==> config.mk <==
export PLATFORM = sky130hd
export DESIGN_NAME = tx_frame_arbiter
export DESIGN_NICKNAME = d
export VERILOG_FILES = /design/src/rtl/tx_frame_arbiter.sv
export SDC_FILE = /design/constraint.sdc
export NUM_CORES = 1
export LEC_CHECK = 0
export CELL_PAD_IN_SITES_DETAIL_PLACEMENT = 1
export CELL_PAD_IN_SITES_GLOBAL_PLACEMENT = 1
export CORE_MARGIN = 5
export CORE_UTILIZATION = 30
export DETAILED_ROUTE_END_ITERATION = 7
export DONT_BUFFER_PORTS = 1
export HOLD_SLACK_MARGIN = 0.08
export PLACE_DENSITY = 0.64
export SLEW_MARGIN = 15
export SYNTH_ARGS = -nofsm -noshare
export SYNTH_HDL_FRONTEND = slang
export SYNTH_SLANG_ARGS = --single-unit
==> constraint.sdc <==
create_clock -name clk -period 1.7 [get_ports clk]
set_input_delay 0.34 -clock clk [delete_from_list [all_inputs] [get_ports clk]]
set_output_delay 0.34 -clock clk [all_outputs]
set_load 0.1 [all_outputs]
==> src/rtl/tx_frame_arbiter.sv <==
// Packet-level round-robin arbiter feeding packet_tx. It locks one source for a
// whole frame, then forces GAP_CYCLES idle cycles before the next arbitration.
module tx_frame_arbiter #(
    parameter int NUM_SRC    = 2,
    parameter int GAP_CYCLES = 4,
    parameter int IDX_W      = (NUM_SRC > 1) ? $clog2(NUM_SRC) : 1
) (
    input  logic                 clk,
    input  logic                 rst,
    input  logic [8*NUM_SRC-1:0] s_axis_tdata,
    input  logic [NUM_SRC-1:0]   s_axis_tvalid,
    input  logic [NUM_SRC-1:0]   s_axis_tlast,
    output logic [NUM_SRC-1:0]   s_axis_tready,
    output logic [7:0]           m_axis_tdata,
    output logic                 m_axis_tvalid,
    output logic                 m_axis_tlast,
    input  logic                 m_axis_tready,
    output logic [IDX_W-1:0]     grant_id,
    output logic                 busy
);

    localparam int GAP_W = (GAP_CYCLES > 1) ? $clog2(GAP_CYCLES) : 1;
    localparam logic [GAP_W-1:0] GAP_INIT = GAP_W'((GAP_CYCLES > 0) ? GAP_CYCLES - 1 : 0);
    localparam logic [IDX_W-1:0] PTR_RST  = IDX_W'(NUM_SRC - 1);
    localparam logic [IDX_W:0]   NUM_EXT  = (IDX_W + 1)'(NUM_SRC);

    typedef enum logic [1:0] {
        IDLE = 2'd0,
        SEND = 2'd1,
        GAP  = 2'd2
    } state_t;

    state_t           state_q, state_d;
    logic [IDX_W-1:0] grant_q, grant_d;
    logic [IDX_W-1:0] ptr_q, ptr_d;
    logic [GAP_W-1:0] gap_q, gap_d;

    logic             any_req;
    logic [IDX_W-1:0] pick;
    logic [IDX_W:0]   cand;
    logic [7:0]       sel_data;
    logic             sel_valid;
    logic             sel_last;

    always_ff @(posedge clk) begin
        if (rst) begin
            state_q <= IDLE;
            grant_q <= '0;
            ptr_q   <= PTR_RST;
            gap_q   <= '0;
        end else begin
            state_q <= state_d;
            grant_q <= grant_d;
            ptr_q   <= ptr_d;
            gap_q   <= gap_d;
        end
    end

    // Scan nearest-last so the first requester after the pointer wins.
    always_comb begin
        any_req = 1'b0;
        pick    = ptr_q;
        cand    = '0;
        for (int k = NUM_SRC; k >= 1; k--) begin
            cand = {1'b0, ptr_q} + (IDX_W + 1)'(k);
            if (cand >= NUM_EXT) begin
                cand = cand - NUM_EXT;
            end
            if (s_axis_tvalid[cand[IDX_W-1:0]]) begin
                any_req = 1'b1;
                pick    = cand[IDX_W-1:0];
            end
        end
    end

    always_comb begin
        sel_data  = '0;
        sel_valid = 1'b0;
        sel_last  = 1'b0;
        for (int i = 0; i < NUM_SRC; i++) begin
            if (grant_q == IDX_W'(i)) begin
                sel_data  = s_axis_tdata[8*i +: 8];
                sel_valid = s_axis_tvalid[i];
                sel_last  = s_axis_tlast[i];
            end
        end
    end

    always_comb begin
        state_d = state_q;
        grant_d = grant_q;
        ptr_d   = ptr_q;
        gap_d   = gap_q;
        case (state_q)
            IDLE: begin
                if (any_req) begin
                    grant_d = pick;
                    ptr_d   = pick;
                    state_d = SEND;
                end
            end
            SEND: begin
                if (sel_valid && sel_last && m_axis_tready) begin
                    if (GAP_CYCLES > 0) begin
                        state_d = GAP;
                        gap_d   = GAP_INIT;
                    end else begin
                        state_d = IDLE;
                    end
                end
            end
            GAP: begin
                if (gap_q == '0) begin
                    state_d = IDLE;
                end else begin
                    gap_d = gap_q - GAP_W'(1);
                end
            end
            default: state_d = IDLE;
        endcase
    end

    // Pure combinational pass-through of the granted source while in SEND.
    always_comb begin
        s_axis_tready = '0;
        m_axis_tdata  = '0;
        m_axis_tvalid = 1'b0;
        m_axis_tlast  = 1'b0;
        if (state_q == SEND) begin
            m_axis_tdata  = sel_data;
            m_axis_tvalid = sel_valid;
            m_axis_tlast  = sel_last;
            for (int i = 0; i < NUM_SRC; i++) begin
                if (grant_q == IDX_W'(i)) begin
                    s_axis_tready[i] = m_axis_tready;
                end
            end
        end
    end

    assign grant_id = grant_q;
    assign busy     = (state_q != IDLE);

endmodule

==> results.tsv <==
stage	metric	value	unit
pwr	power.static_leakage	0.333	nW
setup_path	startpoint_type	register	
global_route	grt_overflow	0	
global_route	antenna_found_initial	0	
setup_path	critPathMaxFanout	15	
die	core	1510	um^2
synth	yosysWarnings	0	
synth	synth_common_cells	13 x nor2_1, 10 x mux2i_1, 6 x dfxtp_1, 4 x inv_1, 3 x nand2_1	
synth	ys_top_cells_by_area	dfxtp_1 25%, mux2i_1 21%, nor2_1 10%	
sta	fin_hold_ws	149	ps
synth	syn_inst	58	
cells_and_area	regArea	124	um^2
cells_and_area	num-fill-cells	162	
synth	async_reset_ff_frac	0	
synth	synth_top_area_cell	dfxtp_1	
die	placement_rows	14	
setup_path	crit_required	1360	ps
global_route	grt_max_degree	17	
sta	post-route-period-util	0.971	
clock_tree	clock_latency	250	ps
setup_path	crit_type	reg -> out	
cells_and_area	diodes	0	
clock_tree	clkSinkCount	6	
die	ios	37	
synth	syn_area	473	um^2
place	hpwl	1260	um
hold_path	min_path_type	in -> reg	
setup_path	critical_path_arrival	1310	ps
die	die_h	49.7	um
setup_path	crit_family	flip-flops	
cells_and_area	synthToLayoutAreaGrowth	94.2	%
pwr	p_total	0.742	mW
setup_path	crit_buf_inv	1	
sta	min_period	1650	ps
clock_tree	cts_tree	done	
cells_and_area	layout.nets	104	
place	io_buffers	0	
route	via_count	517	
clock_tree	ctsRootBufferMaster	clkbuf_4	
sta	setup_tns	0	ps
place	place_congestion	0.669	
sta	final_hold_viol_count	0	
sta	finClkSkew	1.28	ps
setup_path	critPathSlowestCell	dfxtp_4	
clock_tree	htree_levels	1	
synth	synth_most_common_cell	nor2_1	
setup_path	slowest_delay	480	ps
synth	syn_avg_cell_area	8.15	um^2
cells_and_area	multi_input_area	417	um^2
route	totalWireLength	1590	um
global_route	grt_pass1_wl	2470	um
sta	worst_slew_pin_slew	353	ps
clock_tree	cts_made_buffers	3	
die	die_w	49.7	um
synth	ys_ff_latch	6	
route	first_pass_iters	3	
route	via_per_inst	5.44	
sta	relSlewSlack	0.764	
die	start_util	0.314	
synth	synth-edff-count	0	
sta	finalMaxSlewViolations	0	
global_route	grt_usage	0.129	
synth	synth-seq-area-share	0.254	
route	ant_nets	0	
synth	syn_nets	82	
clock_tree	path_clk_slew	50	ps
setup_path	crit_path_end_kind	output port	
pwr	p_per_area	808	nW/um^2
global_route	first_global_vias	539	
status	status	completed	
sta	rsz0062_at_grt	yes	
sta	max_freq	0.606	GHz
clock_tree	cts_buffer_depth	2	
cells_and_area	drive_gt1_frac	0.506	
setup_path	crit_chain	mux2i_1, nor2_4, buf_12	
route	wl_per_cell	16.8	um
pwr	ir_drop	0.652	mV
synth	synth_flop_cell	dfxtp_1	
die	dieArea	2470	um^2
route	drt_iter0_drc	1	
route	drc	0	
sta	finalSetupViolCount	0	
synth	synthDistinctLibCells	25	
run	max-cap-violations	0	
synth	synth_top_area_share	0.254	
worst register-to-register path: cells and delay by family, from the launching register on:
kind | cells | cell delay, ps
AOI/OAI and AO/OA | 1 | 300
and+or+nand+nor | 1 | 400
DFF | 1 | 340
buffers and inverters | 1 | 170
cell families (layout without fill, tap and decap cells):
| kind of cell | after synthesis | after routing | synth area share |
|---|---|---|---|
| flops | 6 | 6 | 0.254 |
| buf+inv | 7 | 28 | 0.0740 |
| fa+ha+maj | 1 | 1 | 0.0265 |
| mux | 10 | 10 | 0.212 |
| simple gates | 26 | 26 | 0.294 |
| compound gates | 8 | 8 | 0.140 |
area by class of cell:
class / count / share of cell area
Tap cell: 16 / 0.0218
Multi-Input combinational cell: 45 / 0.454
Clock buffer: 4 / 0.0286
Sequential cell: 6 / 0.135
Timing Repair Buffer: 20 / 0.345
Inverter: 4 / 0.0163
worst paths after layout:
kind | start | to | slack (ps) | cells past startpoint
min | rst | grant_id$_SDFFE_PP0P_ | 150 | 1
max | grant_id$_SDFFE_PP0P_ | m_axis_tdata[2] | 50 | 3
min reg2reg | gap_q[0]$_SDFFE_PP0P_ | gap_q[0]$_SDFFE_PP0P_ | 500 | 2
max reg2reg | state_q[0]$_SDFFE_PP0P_ | ptr_q$_SDFFE_PP1P_ | 380 | 3
routing by layer:
| layer | up-vias | part of all wire | track usage |
|---|---|---|---|
| li1 | 251 | - | - |
| met1 | 246 | 0.35 | 0.123 |
| met2 | 18 | 0.56 | 0.233 |
| met3 | 2 | 0.080 | 0.0783 |
| met4 | 0 | 0.0044 | 0.0262 |
| met5 | - | 0 | 0 |
power by group:
part | total, mW | internal [mW] | switching, mW
Combinational | 0.430 | 0.155 | 0.275
Clock | 0.147 | 0.0893 | 0.0576
Sequential | 0.165 | 0.150 | 0.0157
Total | 0.742 | 0.394 | 0.348
placed cells by master (no fill, tap or decap), types with 3 or more instances in the layout:
cell type and n:
inv_1 4, mux2i_1 9, nor2_4 10, nand2_1 3
dfxtp_1 5, buf_12 13, clkbuf_4 3, nor2_1 3
buf_4 6
flip-flops by register name, summed over array words and instances, names as in the netlist:
| name | flops |
|---|---|
| gap_q | 2 |
| grant_id | 1 |
| ptr_q | 1 |
| state_q | 2 |
what timing repair did:
action / in CTS / in global routing
hold endpoints to repair: 0 / 0
buffers inserted: 0 / 2
hold buffers: 0 / 0
gates resized for setup: 0 / 3
endpoints found under the setup margin: 0 / 11
metrics by stage:
step	cell area, um^2	util	setup slack, ps	cells
2_1_floorplan	578	-	-232	58
3_3_place_gp	850	0.564	325	89
3_5_place_dp	850	0.564	280	89
4_1_cts	876	0.581	7.53	93
5_1_grt	918	0.610	-24.6	95
6_report	918	0.610	48.8	95
(Power assumes the default switching activity.)
